==> src/rtl/stream_source_pkg.sv <==
// Network-side sizing and source-side configuration shared by the stream source,
// its interface and the test bench.
package network_config;
   localparam int NET_NUM_INP = 4;
endpackage

package source_config;
   import network_config::*;

   localparam int SRC_OPC_WIDTH   = 0;
   localparam int SRC_SPK_WIDTH   = NET_NUM_INP;
   localparam int SRC_RUN_DEFAULT = 8;
   localparam int SRC_WIDTH       = SRC_SPK_WIDTH + SRC_RUN_DEFAULT;

   typedef enum logic [1:0] {IDLE, SPIKE, RUN} src_state_t;

   // Host spike field is MSB-first; network input 0 takes the top bit.
   function automatic logic [SRC_SPK_WIDTH-1:0] map_spikes(input logic [SRC_SPK_WIDTH-1:0] spk);
      logic [SRC_SPK_WIDTH-1:0] res;
      for (int i = 0; i < SRC_SPK_WIDTH; i++) begin
         res[i] = spk[SRC_SPK_WIDTH-1-i];
      end
      return res;
   endfunction
endpackage

==> src/rtl/stream_source_if.sv <==
// Host-word input and network-cycle output handshakes of the stream source.
interface stream_source_if #(
   parameter int SPK_W = source_config::SRC_SPK_WIDTH,
   parameter int RUN_W = source_config::SRC_RUN_DEFAULT
);
   logic                   src_valid;
   logic                   src_ready;
   logic [SPK_W+RUN_W-1:0] src;
   logic                   net_ready;
   logic                   net_valid;
   logic                   net_last;
   logic [SPK_W-1:0]       net_inp;

   modport master (
      input  src_valid, src, net_ready,
      output src_ready, net_valid, net_last, net_inp
   );

   modport slave (
      output src_valid, src, net_ready,
      input  src_ready, net_valid, net_last, net_inp
   );
endinterface

==> src/rtl/stream_skid_buffer.sv <==
// Two-entry registered FIFO; in_ready is a flop so it never depends on out_ready
// within the same cycle.
module stream_skid_buffer #(
   parameter int DATA_W = 8
) (
   input  logic              clk,
   input  logic              rst,
   input  logic              in_valid,
   output logic              in_ready,
   input  logic [DATA_W-1:0] in_data,
   output logic              out_valid,
   input  logic              out_ready,
   output logic [DATA_W-1:0] out_data
);
   logic [DATA_W-1:0] mem [2];
   logic              wr_ptr;
   logic              rd_ptr;
   logic [1:0]        count;
   logic [1:0]        count_nxt;
   logic              ready_q;
   logic              push;
   logic              pop;

   assign push      = in_valid && ready_q;
   assign pop       = out_valid && out_ready;
   assign out_valid = (count != 2'd0);
   assign out_data  = mem[rd_ptr];
   assign in_ready  = ready_q;

   always_comb begin
      count_nxt = count;
      case ({push, pop})
         2'b10:   count_nxt = count + 2'd1;
         2'b01:   count_nxt = count - 2'd1;
         default: count_nxt = count;
      endcase
   end

   always_ff @(posedge clk) begin
      if (rst) begin
         count   <= 2'd0;
         wr_ptr  <= 1'b0;
         rd_ptr  <= 1'b0;
         ready_q <= 1'b0;
      end else begin
         count   <= count_nxt;
         ready_q <= (count_nxt != 2'd2);
         if (push) wr_ptr <= ~wr_ptr;
         if (pop)  rd_ptr <= ~rd_ptr;
      end
   end

   always_ff @(posedge clk) begin
      if (push) mem[wr_ptr] <= in_data;
   end
endmodule

==> src/rtl/stream_source.sv <==
// Host-to-network stream source: each word yields one spike cycle followed by
// `run` idle cycles, with net_last on the final cycle.
//
//   state | meaning
//   IDLE  | nothing on the network; pop the next buffered word when present
//   SPIKE | driving the word's spikes; net_last when run is zero
//   RUN   | driving zero spikes; counter holds remaining idle cycles
module stream_source
   import source_config::*;
#(
   parameter int SRC_RUN_WIDTH = 8
) (
   input  logic            clk,
   input  logic            rst,
   stream_source_if.master bus
);
   localparam int WORD_W = SRC_SPK_WIDTH + SRC_RUN_WIDTH;

   src_state_t               state;
   src_state_t               state_nxt;
   logic [SRC_RUN_WIDTH-1:0] cnt;
   logic [SRC_RUN_WIDTH-1:0] cnt_nxt;
   logic [SRC_SPK_WIDTH-1:0] spk_q;
   logic [SRC_SPK_WIDTH-1:0] spk_nxt;

   logic [WORD_W-1:0]        head;
   logic                     head_valid;
   logic                     head_ready;
   logic                     net_valid;
   logic                     net_last;
   logic [SRC_SPK_WIDTH-1:0] net_inp;
   logic                     net_accept;

   stream_skid_buffer #(
      .DATA_W(WORD_W)
   ) u_skid (
      .clk       (clk),
      .rst       (rst),
      .in_valid  (bus.src_valid),
      .in_ready  (bus.src_ready),
      .in_data   (bus.src),
      .out_valid (head_valid),
      .out_ready (head_ready),
      .out_data  (head)
   );

   assign net_accept    = net_valid && bus.net_ready;
   assign bus.net_valid = net_valid;
   assign bus.net_last  = net_last;
   assign bus.net_inp   = net_inp;

   always_ff @(posedge clk) begin
      if (rst) begin
         state <= IDLE;
         cnt   <= '0;
         spk_q <= '0;
      end else begin
         state <= state_nxt;
         cnt   <= cnt_nxt;
         spk_q <= spk_nxt;
      end
   end

   always_comb begin
      state_nxt  = state;
      cnt_nxt    = cnt;
      spk_nxt    = spk_q;
      head_ready = 1'b0;
      net_valid  = 1'b0;
      net_last   = 1'b0;
      net_inp    = '0;

      case (state)
         IDLE: begin
            head_ready = 1'b1;
         end
         SPIKE: begin
            net_valid = 1'b1;
            net_inp   = spk_q;
            net_last  = (cnt == '0);
            if (net_accept) begin
               if (net_last) begin
                  head_ready = 1'b1;
                  state_nxt  = IDLE;
               end else begin
                  state_nxt  = RUN;
               end
            end
         end
         RUN: begin
            net_valid = 1'b1;
            net_last  = (cnt == SRC_RUN_WIDTH'(1));
            if (net_accept) begin
               if (net_last) begin
                  head_ready = 1'b1;
                  state_nxt  = IDLE;
               end else begin
                  cnt_nxt    = cnt - 1'b1;
               end
            end
         end
         default: state_nxt = IDLE;
      endcase

      // Popping at a word's final accept gives back-to-back words with no bubble.
      if (head_ready && head_valid) begin
         state_nxt = SPIKE;
         cnt_nxt   = head[SRC_RUN_WIDTH-1:0];
         spk_nxt   = map_spikes(head[WORD_W-1:SRC_RUN_WIDTH]);
      end
   end
endmodule

==> src/flat_wrapper.sv <==
// flat-port wrapper written by rule: the top's interface ports become plain ports
module stream_source_flat import source_config::*;
#(
   parameter int SRC_RUN_WIDTH = 8
)
  (clk, rst, bus_src_valid, bus_src, bus_net_ready, bus_src_ready, bus_net_valid, bus_net_last, bus_net_inp);
  stream_source_if bus_i ();
  input  logic clk;
  input  logic rst;
  input wire logic [$bits(bus_i.src_valid)-1:0] bus_src_valid;
  input wire logic [$bits(bus_i.src)-1:0] bus_src;
  input wire logic [$bits(bus_i.net_ready)-1:0] bus_net_ready;
  output wire logic [$bits(bus_i.src_ready)-1:0] bus_src_ready;
  output wire logic [$bits(bus_i.net_valid)-1:0] bus_net_valid;
  output wire logic [$bits(bus_i.net_last)-1:0] bus_net_last;
  output wire logic [$bits(bus_i.net_inp)-1:0] bus_net_inp;
  assign bus_i.src_valid = bus_src_valid;
  assign bus_i.src = bus_src;
  assign bus_i.net_ready = bus_net_ready;
  assign bus_src_ready = bus_i.src_ready;
  assign bus_net_valid = bus_i.net_valid;
  assign bus_net_last = bus_i.net_last;
  assign bus_net_inp = bus_i.net_inp;
  stream_source #(.SRC_RUN_WIDTH(SRC_RUN_WIDTH)) u_core (.clk(clk), .rst(rst), .bus(bus_i));
endmodule
==> config.mk <==
export PLATFORM = sky130hd
export DESIGN_NAME = stream_source_flat
export DESIGN_NICKNAME = d
export VERILOG_FILES = /design/src/rtl/stream_source_pkg.sv /design/src/rtl/stream_source_if.sv /design/src/rtl/stream_skid_buffer.sv /design/src/rtl/stream_source.sv /design/src/flat_wrapper.sv
export SDC_FILE = /design/constraint.sdc
export NUM_CORES = 1
export LEC_CHECK = 0
export BUFFER_PORTS_ARGS = -buffer_cell sky130_fd_sc_hd__buf_2
export CORE_ASPECT_RATIO = 0.9
export CORE_UTILIZATION = 52
export CTS_CLUSTER_SIZE = 8
export DETAILED_ROUTE_END_ITERATION = 12
export PLACE_DENSITY = 0.81
export SETUP_SLACK_MARGIN = 0.3
export SLEW_MARGIN = 10
export SYNTH_ARGS = -nofsm -noshare
export SYNTH_HDL_FRONTEND = slang
export SYNTH_SLANG_ARGS = --single-unit
==> constraint.sdc <==
create_clock -name clk -period 2.47 [get_ports clk]
set_input_delay 0.1235 -clock clk [delete_from_list [all_inputs] [get_ports clk]]
set_output_delay 0.1235 -clock clk [all_outputs]
set_load 0.05 [all_outputs]
==> summary.md, run 1 <==
| Metric | Value |
|---|---|
| Outcome | finished, final reports clean |
| Height of the die | 61.60 µm |
| Nets | 233 |
| Switching pwr | 923.5 µW |
| Clk_lat worst skew | 300 ps |
| Worst R2R Path Depth | 10 |
| Share of power burned in registers | 40.2% |
| Post-Syn Area | 2052 µm² |
| Area growth from synthesis to layout | 22.56% |
| Slew margin rel. | 56.10% |
| HP Class | in2reg |
| Worst-margin pin slew | 657.6 ps |
| Num rows | 21 |
| Leak pwr | 0.0009147 µW |
| Min Clock Period, post-route | 2178 ps |
| Power per cell area | 1034 nW/µm² |
| Final std cells w/o fill | 256 |
| Post-route ant nets | 0 |
| Via/cell ratio | 5.703 |
| Peak Freq | 0.4591 GHz |
| Fin crit share | 88.19% |
| Type of origin of the critical path | flop |
| Setup_tns | 0 ps |
| Root Buffer | clkbuf_8 |
| Gpl congestion | 0.8149 |
| GRT Resource Usage Total | 21.16% |
| Final setup fails | 0 |
| Port Buf Inserts | 22 |
| Unrepaired setup endpoints after global routing | true |
| Inserted Clock Buffers | 5 |
| Yosys warning total | 0 |
| Starting Density | 54.61% |
| Final wirelength | 3.937 mm |
| Post-synth ARST share | 0% |
| GR Overflow Total | 0 |
| VDD IR max | 0.0005993 V |
| Worst-path clk slew | 80 ps |
| Max cap viols | 0 |
| Boundary Pins | 23 |
| Initial antenna violation count | 0 |
| Sw Share | 35.53% |
| Filler Cell Count | 281 |
| Syn_nets | 198 |
| Critical setup path kind | reg2reg |
| Clock sink count | 44 |
| Worst Setup End Kind | flop |
| Post-synthesis cell type count | 44 |
| Iteration count of the initial detailed-routing pass | 4 |
| Setup crit end | u_core.u_skid.in_ready$_SDFF_PP0_ |
| Clk_skew | 9.667 ps |
| Int Pwr | 1676 µW |
| Largest net degree at the start of global routing | 14 |
| Ys flop type | edfxtp_1 |
| Share of cells above drive strength 1 | 31.43% |
| Post-Syn Area per Cell | 11.79 µm² |
| First-pass GRT wire length | 6.251 mm |
| Origin of the worst setup path | u_core.cnt[0]$_SDFFE_PP0P_ |
| Final-report hold violation count | 0 |
| Mapped Cells | 174 |
| H-tree Lvls | 2 |
| Clock power frac | 20.3% |
| Residual DRC count | 0 |
| Post-Place Cell Area | 2310 µm² |
| Die area | 4202 µm² |
| Hpwl dp | 2.824 mm |
| # diodes | 0 |
| Worst R2R Setup Slack | 290 ps |
| Via count | 1460 |
| CTS tree | done |
| Core ar. | 3757 µm² |
| Final Cell Area | 2515 µm² |
| CP max FO | 8 |
| Vias in the first global route | 1418 |
| Post-synthesis register bit count | 44 |
| Combinational Power Share | 39.5% |
| CP arrival | 2380 ps |
| Die Width | 68.22 µm |
| DR iter-0 viols | 60 |
| Final slew viol count | 0 |
| Seq/Total Area, Yosys | 54.63% |
| WP data required | 2680 ps |
| CTS Buffer Depth | 2 |
| RR Startpoint | u_core.cnt[0]$_SDFFE_PP0P_ |
| Placed Instances | 242 |
| Critical R2R Capture | u_core.u_skid.in_ready$_SDFF_PP0_ |
| Number of flops mapped to enable cells by yosys | 24 |
| Wirelength per Cell | 15.38 µm |
-- worst max-delay path: stages (launching register included) --
cell and delay, ps:
dfxtp_4 380, inv_2 60, ha_4 160, mux2_4 300, a41o_4 290, nand2_8 70
inv_6 50, ha_4 270, nor2b_1 70, a21o_1 170, a221oi_2 270
-- cells in the mapped netlist (all sizes together) (3+ instances only) --
cell type	number	area share, %
a211oi	7	2.6
a21oi	17	4.1
and2	5	1.5
dfxtp	20	20
edfxtp	24	35
ha	8	4.9
inv	8	1.5
mux2i	16	7.8
nand2	11	2.1
nor2	8	1.5
o21ai	9	2.2
or3	3	0.98
xnor2	4	1.7
-- flip-flops by register name, indices dropped and copies added, names as in the netlist, named ones only --
register	count
u_core.u_skid.wr_ptr	1
u_core.spk_q	4
u_core.cnt	8
u_core.u_skid.rd_ptr	1
u_core.state	2
u_core.u_skid.count	2
u_core.u_skid.in_ready	1
u_core.u_skid.mem	24
-- layout by cell type, fill, tap and decap left out, types with 3 or more instances in the layout --
cell	n
a211oi_1	7
nor2_1	8
o21ai_0	9
ha_1	3
ha_4	5
buf_2	22
inv_1	3
a21oi_1	17
nand2_1	10
dfxtp_1	16
xnor2_1	4
buf_4	9
edfxtp_1	24
mux2i_1	16
clkbuf_8	5
and2_1	4
-- power by group through the flow --
| stage | Combinational (µW) | Clock, µW | Sequential (µW) |
|---|---|---|---|
| after floorplan | 714 | 0 | 1030 |
| after global placement | 870 | 0 | 1050 |
| after detailed placement | 913 | 0 | 1050 |
| after CTS | 1010 | 536 | 1040 |
| after global routing | 1110 | 565 | 1060 |
| final | 1030 | 527 | 1050 |
-- metal layers --
metal / track usage (%) / up-vias / wire [µm]
li1: - / 730 / -
met1: 25.71 / 689 / 1807
met2: 35.99 / 33 / 1944
met3: 5.926 / 8 / 129
met4: 7.738 / 0 / 57
met5: 0 / - / 0
-- stage by stage --
stage	utilization (%)	setup WS [ps]	hold WS, ps	power [µW]
floorplan	-	296.2	192.2	1746
global placement	61.47	225.0	310.6	1915
detailed placement	61.47	57.20	314.5	1968
CTS	66.77	312.0	7.368	2586
global route	66.93	241.0	3.348	2739
finish	66.93	291.7	18.11	2599
-- logic make-up after synthesis --
| logic type | after synthesis | synth area share (%) |
|---|---|---|
| adder cells (fa/ha/maj) | 8 | 4.878 |
| multiplexers | 17 | 8.353 |
| AND/OR/NAND/NOR | 42 | 12.01 |
| AO/OA/AOI/OAI | 46 | 15.49 |
| flip-flops | 44 | 54.63 |
| XOR/XNOR | 6 | 2.561 |
| buffers and inverters | 11 | 2.073 |
-- layout make-up --
type                    instances  area [µm²]  area share (%)
repair buffers                 31       177.7           7.065
clock inverters                 2       35.03           1.393
inverters                       8       40.04           1.592
multi-input cells             119        1001           39.80
flip-flops and latches         44        1131           44.97
clock buffers                   6       72.57           2.886
well taps                      46       57.56           2.289
-- repair_timing --
item / in CTS / in global routing
hold buffers: 0 / 0
pin swaps: 5 / 2
cloned: 0 / 0
buffers inserted: 6 / 0
gates resized for setup: 11 / 1
endpoints found under the setup margin: 2 / 2
-- worst min path at each step --
stage	from	to	slack, ps	cells after the start
global placement	bus_src[9]	u_core.u_skid.mem[1][9]$_DFFE_PP_	310	1
global route	bus_src[11]	u_core.u_skid.mem[1][11]$_DFFE_PP_	3	1
floorplan	rst	u_core.state[1]$_SDFFE_PP0P_	190	1
detailed placement	bus_src[6]	u_core.u_skid.mem[0][6]$_DFFE_PP_	310	1
CTS	bus_src[6]	u_core.u_skid.mem[1][6]$_DFFE_PP_	7	1
finish	bus_src[6]	u_core.u_skid.mem[1][6]$_DFFE_PP_	20	1
Note: power is estimated with default switching activity, not from simulation.
==> run 2: changes to the inputs <==
BUFFER_PORTS_ARGS = -buffer_cell sky130_fd_sc_hd__clkbuf_2   (was -buffer_cell sky130_fd_sc_hd__buf_2)
==> run 2 against run 1 <==
  * Largest cell class unchanged
  * Sequential share of layout area down 0.81 points
  * Register-to-register slack got worse by 20 ps
  * Global-route usage up 0.30 points
  * Utilization increased by 1.2 points
  * Hold slack got worse by 3.4 ps
  * Critical path depth unchanged
  * First-iteration DRC count up 27%
  * Final cell count up 1.2%
  * Die area unchanged
  * Clock-buffer cell count is 1 lower
  * Combinational power rose by 6%
==> summary.md, run 2 (synthesis results as in run 1) <==
| Metric | Value |
|---|---|
| Share of power burned in registers | 39.4% |
| Largest registers | u_core.u_skid.mem (24), u_core.cnt (8), u_core.spk_q (4) |
| Peak Freq | 0.4548 GHz |
| Nets | 236 |
| Final setup fails | 0 |
| Port Buf Inserts | 22 |
| Worst-margin pin slew | 700.8 ps |
| Max cap viols | 0 |
| Iteration count of the initial detailed-routing pass | 4 |
| Via count | 1493 |
| Leak pwr | 0.0009321 µW |
| Clk_lat worst skew | 300 ps |
| Min Clock Period, post-route | 2199 ps |
| Power per cell area | 1044 nW/µm² |
| Pre-CTS setup slack | 89.98 ps |
| H-tree Lvls | 2 |
| Final std cells w/o fill | 259 |
| Switching pwr | 960.9 µW |
| Area growth from synthesis to layout | 24.82% |
| GR Util met1 | 25.77% |
| Int Pwr | 1713 µW |
| VDD IR max | 0.0007194 V |
| CP max FO | 8 |
| Sw Share | 35.93% |
| Final slew viol count | 0 |
| Post-route ant nets | 0 |
| Root Buffer | clkbuf_8 |
| Residual DRC count | 0 |
| Gpl congestion | 0.8198 |
| Clock sink count | 44 |
| Height of the die | 61.60 µm |
| Setup WS post-layout | 271.2 ps |
| DR iter-0 viols | 76 |
| CTS tree | done |
| GRT Resource Usage Total | 21.46% |
| Tot Pwr | 2674 µW |
| Fin crit share | 89.02% |
| M2 GR Usage | 35.99% |
| Clock power frac | 20.0% |
| GRT met3 Usage | 5.556% |
| Unrepaired setup endpoints after global routing | true |
| Combinational Power Share | 40.6% |
| Most common cell after layout, fill and taps aside | edfxtp_1 |
| Critical setup path kind | reg2reg |
| Final-report hold violation count | 0 |
| HP Class | in2reg |
| Type of origin of the critical path | flop |
| Most flop-heavy register | u_core.u_skid.mem |
| Vias in the first global route | 1375 |
| Largest net degree at the start of global routing | 15 |
| Placed Instances | 242 |
| WP data required | 2680 ps |
| Hold path depth | 1 |
| Setup_tns | 0 ps |
| Filler Cell Count | 275 |
| Hpwl dp | 2.744 mm |
| Via/cell ratio | 5.764 |
| CP arrival | 2410 ps |
| Num rows | 21 |
| Clk_skew | 5.630 ps |
| First-pass GRT wire length | 6.334 mm |
| Wirelength per Cell | 15.56 µm |
| Final Cell Area | 2561 µm² |
| Initial antenna violation count | 0 |
| Multi-input logic area | 1013 µm² |
| Boundary Pins | 23 |
| Gr busiest metal | met2 |
| GR Overflow Total | 0 |
| Core ar. | 3757 µm² |
| Outcome | finished, final reports clean |
| Worst R2R Path Depth | 10 |
| Inserted Clock Buffers | 5 |
| Worst-path clk slew | 80 ps |
| Die area | 4202 µm² |
| # diodes | 0 |
| Reg area | 1131 µm² |
| CTS Buffer Depth | 2 |
| Slew margin rel. | 53.22% |
| Worst Setup End Kind | flop |
| Share of cells above drive strength 1 | 33.33% |
| Most frequent cells in the layout | 24 x edfxtp_1, 22 x clkbuf_2, 17 x a21oi_1 |
| Starting Density | 54.61% |
| Die Width | 68.22 µm |
| Final wirelength | 4.031 mm |
| Post-Place Cell Area | 2310 µm² |
| Max reg flops | 24 |
## run 2: critical path, cell delays in order (launching register included)
cell and delay [ps]:
dfxtp_2 350, inv_2 80, ha_4 180, mux2_4 270, a41o_4 310, nand2_8 80, inv_8 50, ha_4 250
nor2b_4 130, a21o_1 170, a221oi_2 260
## run 2: repair_timing
action | 4_1_cts | 5_1_grt
hold buffers | 0 | 1
endpoints found under the setup margin | 2 | 2
endpoints found under the hold margin | 0 | 2
gates cloned | 0 | 0
gates resized for setup | 9 | 7
setup buffers | 6 | 2
pin swaps | 6 | 5
## run 2: final cells by class
type	count	share of cell area, %
timing repair buffer	34	7.914
inverter	8	1.759
clock buffer	5	2.687
clock inverter	3	1.661
sequential	44	44.16
multi-input combinational	119	39.57
tap	46	2.247
## run 2: stage by stage
step / utilization [%] / hold WS, ps
4_1_cts: 66.67 / 2.896
6_report: 68.17 / 14.68
2_1_floorplan: - / 192.2
3_5_place_dp: 61.47 / 315.6
5_1_grt: 68.17 / 5.176
3_3_place_gp: 61.47 / 312.2
## run 2: metal layers
layer  share of wire [%]  wire, µm
met1                  43      1733
met2                  48      1951
met3                 6.6       267
met4                 2.0        79
met5                   0         0
## run 2: power groups by stage
stage	Clock [µW]	Combinational [µW]	Sequential, µW
2_1_floorplan	0	714	1030
3_3_place_gp	0	869	1050
3_5_place_dp	0	905	1060
4_1_cts	550	1000	1050
5_1_grt	578	1170	1070
6_report	534	1090	1050
## run 2: worst paths after layout
path,startpoint,end,slack (ps)
max,u_core.cnt[1]$_SDFFE_PP0P_,u_core.u_skid.in_ready$_SDFF_PP0_,270
min,bus_src[9],u_core.u_skid.mem[1][9]$_DFFE_PP_,10
max reg2reg,u_core.cnt[1]$_SDFFE_PP0P_,u_core.u_skid.in_ready$_SDFF_PP0_,270
min reg2reg,u_core.spk_q[1]$_SDFFE_PP0P_,u_core.spk_q[1]$_SDFFE_PP0P_,520
==> run 3: changes to the inputs <==
clock period = 2 ns   (was 2.47 ns; I/O delays follow)
==> run 3 against run 2 <==
  * Utilization grew 11 points
  * Sequential share of layout area shrank 5.8 points
  * The run now ends with setup timing left
  * Hold slack lost 4.5 ps
  * Via count grew 13%
  * Highest routed layer unchanged
  * Critical path depth is the same
  * Critical endpoint unchanged
==> summary.md, run 3 (synthesis results as in run 1) <==
| Metric | Value |
|---|---|
| Outcome | finished with violations |
| Failing checks | setup timing |
| Height of the die | 61.60 µm |
| CP max FO | 4 |
| Residual DRC count | 0 |
| Wirelength per Cell | 18.03 µm |
| GR Overflow Total | 0 |
| Clock sink count | 44 |
| Largest registers | u_core.u_skid.mem (24), u_core.cnt (8), u_core.spk_q (4) |
| Most common cell after layout, fill and taps aside | buf_4 |
| Gpl congestion | 0.8217 |
| Via/cell ratio | 5.834 |
| VDD IR max | 0.0008837 V |
| Nets | 266 |
| Peak Freq | 0.4573 GHz |
| GRT Resource Usage Total | 23.21% |
| WP data required | 2200 ps |
| Die area | 4202 µm² |
| CP arrival | 2380 ps |
| H-tree Lvls | 2 |
| Inserted Clock Buffers | 5 |
| Setup WS post-layout | -186.6 ps |
| Share of cells above drive strength 1 | 48.56% |
| Setup_tns | -298.6 ps |
| Initial antenna violation count | 0 |
| Largest net degree at the start of global routing | 15 |
| Filler Cell Count | 218 |
| Port Buf Inserts | 22 |
| Slew margin rel. | 60.14% |
| Final setup fails | 2 |
| Final wirelength | 5.210 mm |
| Max reg flops | 24 |
| Final-report hold violation count | 0 |
| Worst Setup End Kind | flop |
| HP Class | in2reg |
| Gr busiest metal | met2 |
| Unrepaired setup endpoints after global routing | true |
| GR Util met1 | 27.07% |
| Iteration count of the initial detailed-routing pass | 4 |
| Final slew viol count | 0 |
| Type of origin of the critical path | flop |
| First-pass GRT wire length | 6.906 mm |
| CTS tree | done |
| Min Clock Period, post-route | 2187 ps |
| Die Width | 68.22 µm |
| Worst-margin pin slew | 597.3 ps |
| Leak pwr | 0.001121 µW |
| Vias in the first global route | 1552 |
| Via count | 1686 |
| Clk_skew | 8.058 ps |
| GRT met3 Usage | 4.815% |
| DR iter-0 viols | 98 |
| Max cap viols | 0 |
| Pre-CTS setup slack | -113.5 ps |
| Most frequent cells in the layout | 26 x buf_4, 24 x edfxtp_1, 21 x clkbuf_2 |
| Clk_lat worst skew | 290 ps |
| Post-route ant nets | 0 |
| CTS Buffer Depth | 2 |
| Most flop-heavy register | u_core.u_skid.mem |
| # diodes | 0 |
| Root Buffer | clkbuf_8 |
| Power per cell area | 1287 nW/µm² |
| Core ar. | 3757 µm² |
| Starting Density | 54.61% |
| Worst-path clk slew | 90 ps |
| Area growth from synthesis to layout | 45.12% |
| Fin crit share | 109.3% |
| Boundary Pins | 23 |
| M2 GR Usage | 42.30% |
| Num rows | 21 |
| Hpwl dp | 2.982 mm |
| Tot Pwr | 3834 µW |
| Critical setup path kind | reg2reg |
run 3: final timing paths:
kind	start	slack (ps)	cells past startpoint	to
max reg2reg	u_core.cnt[0]$_SDFFE_PP0P_	-190	10	u_core.u_skid.in_ready$_SDFF_PP0_
max	u_core.cnt[0]$_SDFFE_PP0P_	-190	10	u_core.u_skid.in_ready$_SDFF_PP0_
min	bus_src[2]	10	1	u_core.u_skid.mem[0][2]$_DFFE_PP_
min reg2reg	u_core.spk_q[3]$_SDFFE_PP0P_	530	2	u_core.spk_q[3]$_SDFFE_PP0P_
run 3: through the flow:
| step | cells | util, % | hold slack, ps | cell area (µm²) |
|---|---|---|---|---|
| global route | 289 | 79.25 | -0.07587 | 2978 |
| CTS | 282 | 74.46 | 0.5942 | 2798 |
| global placement | 260 | 65.63 | 288.6 | 2466 |
| detailed placement | 260 | 65.63 | 292.5 | 2466 |
| floorplan | 174 | - | 168.7 | 2153 |
| finish | 289 | 79.25 | 10.17 | 2978 |
run 3: final cells by class:
| cell class | instances | area, µm² | area share [%] |
|---|---|---|---|
| sequential | 44 | 1141 | 38.32 |
| multi-input combinational | 119 | 1137 | 38.19 |
| timing repair buffer | 64 | 490.5 | 16.47 |
| clock buffer | 5 | 68.82 | 2.311 |
| tap | 46 | 57.56 | 1.933 |
| clock inverter | 3 | 42.54 | 1.429 |
| inverter | 8 | 40.04 | 1.345 |
run 3: power by group:
part           total, µW  switching [µW]  leakage, µW  internal [µW]
combinational       1860             945     0.000676            916
sequential          1310             168     0.000389           1140
clock                667             297    0.0000558            370
total               3830            1410      0.00112           2420
run 3: what timing repair did:
item / in CTS / in global routing
setup buffers: 4 / 7
setup endpoints to repair: 14 / 20
pin swaps: 9 / 13
hold buffers: 10 / 0
hold endpoints to repair: 20 / 0
gates resized for setup: 23 / 36
run 3: routing by layer:
layer	wire [µm]	share of wire [%]
met5	0	0
met4	110	2.1
met3	214	4.1
met2	2817	54
met1	2067	40
run 3: worst max-delay path, cell delays in order, from the launching register on:
cell and delay [ps]:
dfxtp_4 390, inv_2 60, ha_4 150, mux2_4 280
a41o_4 280, nand2_4 90, inv_6 40, ha_4 280
nor2b_2 50, a21o_1 190, a221oi_2 280
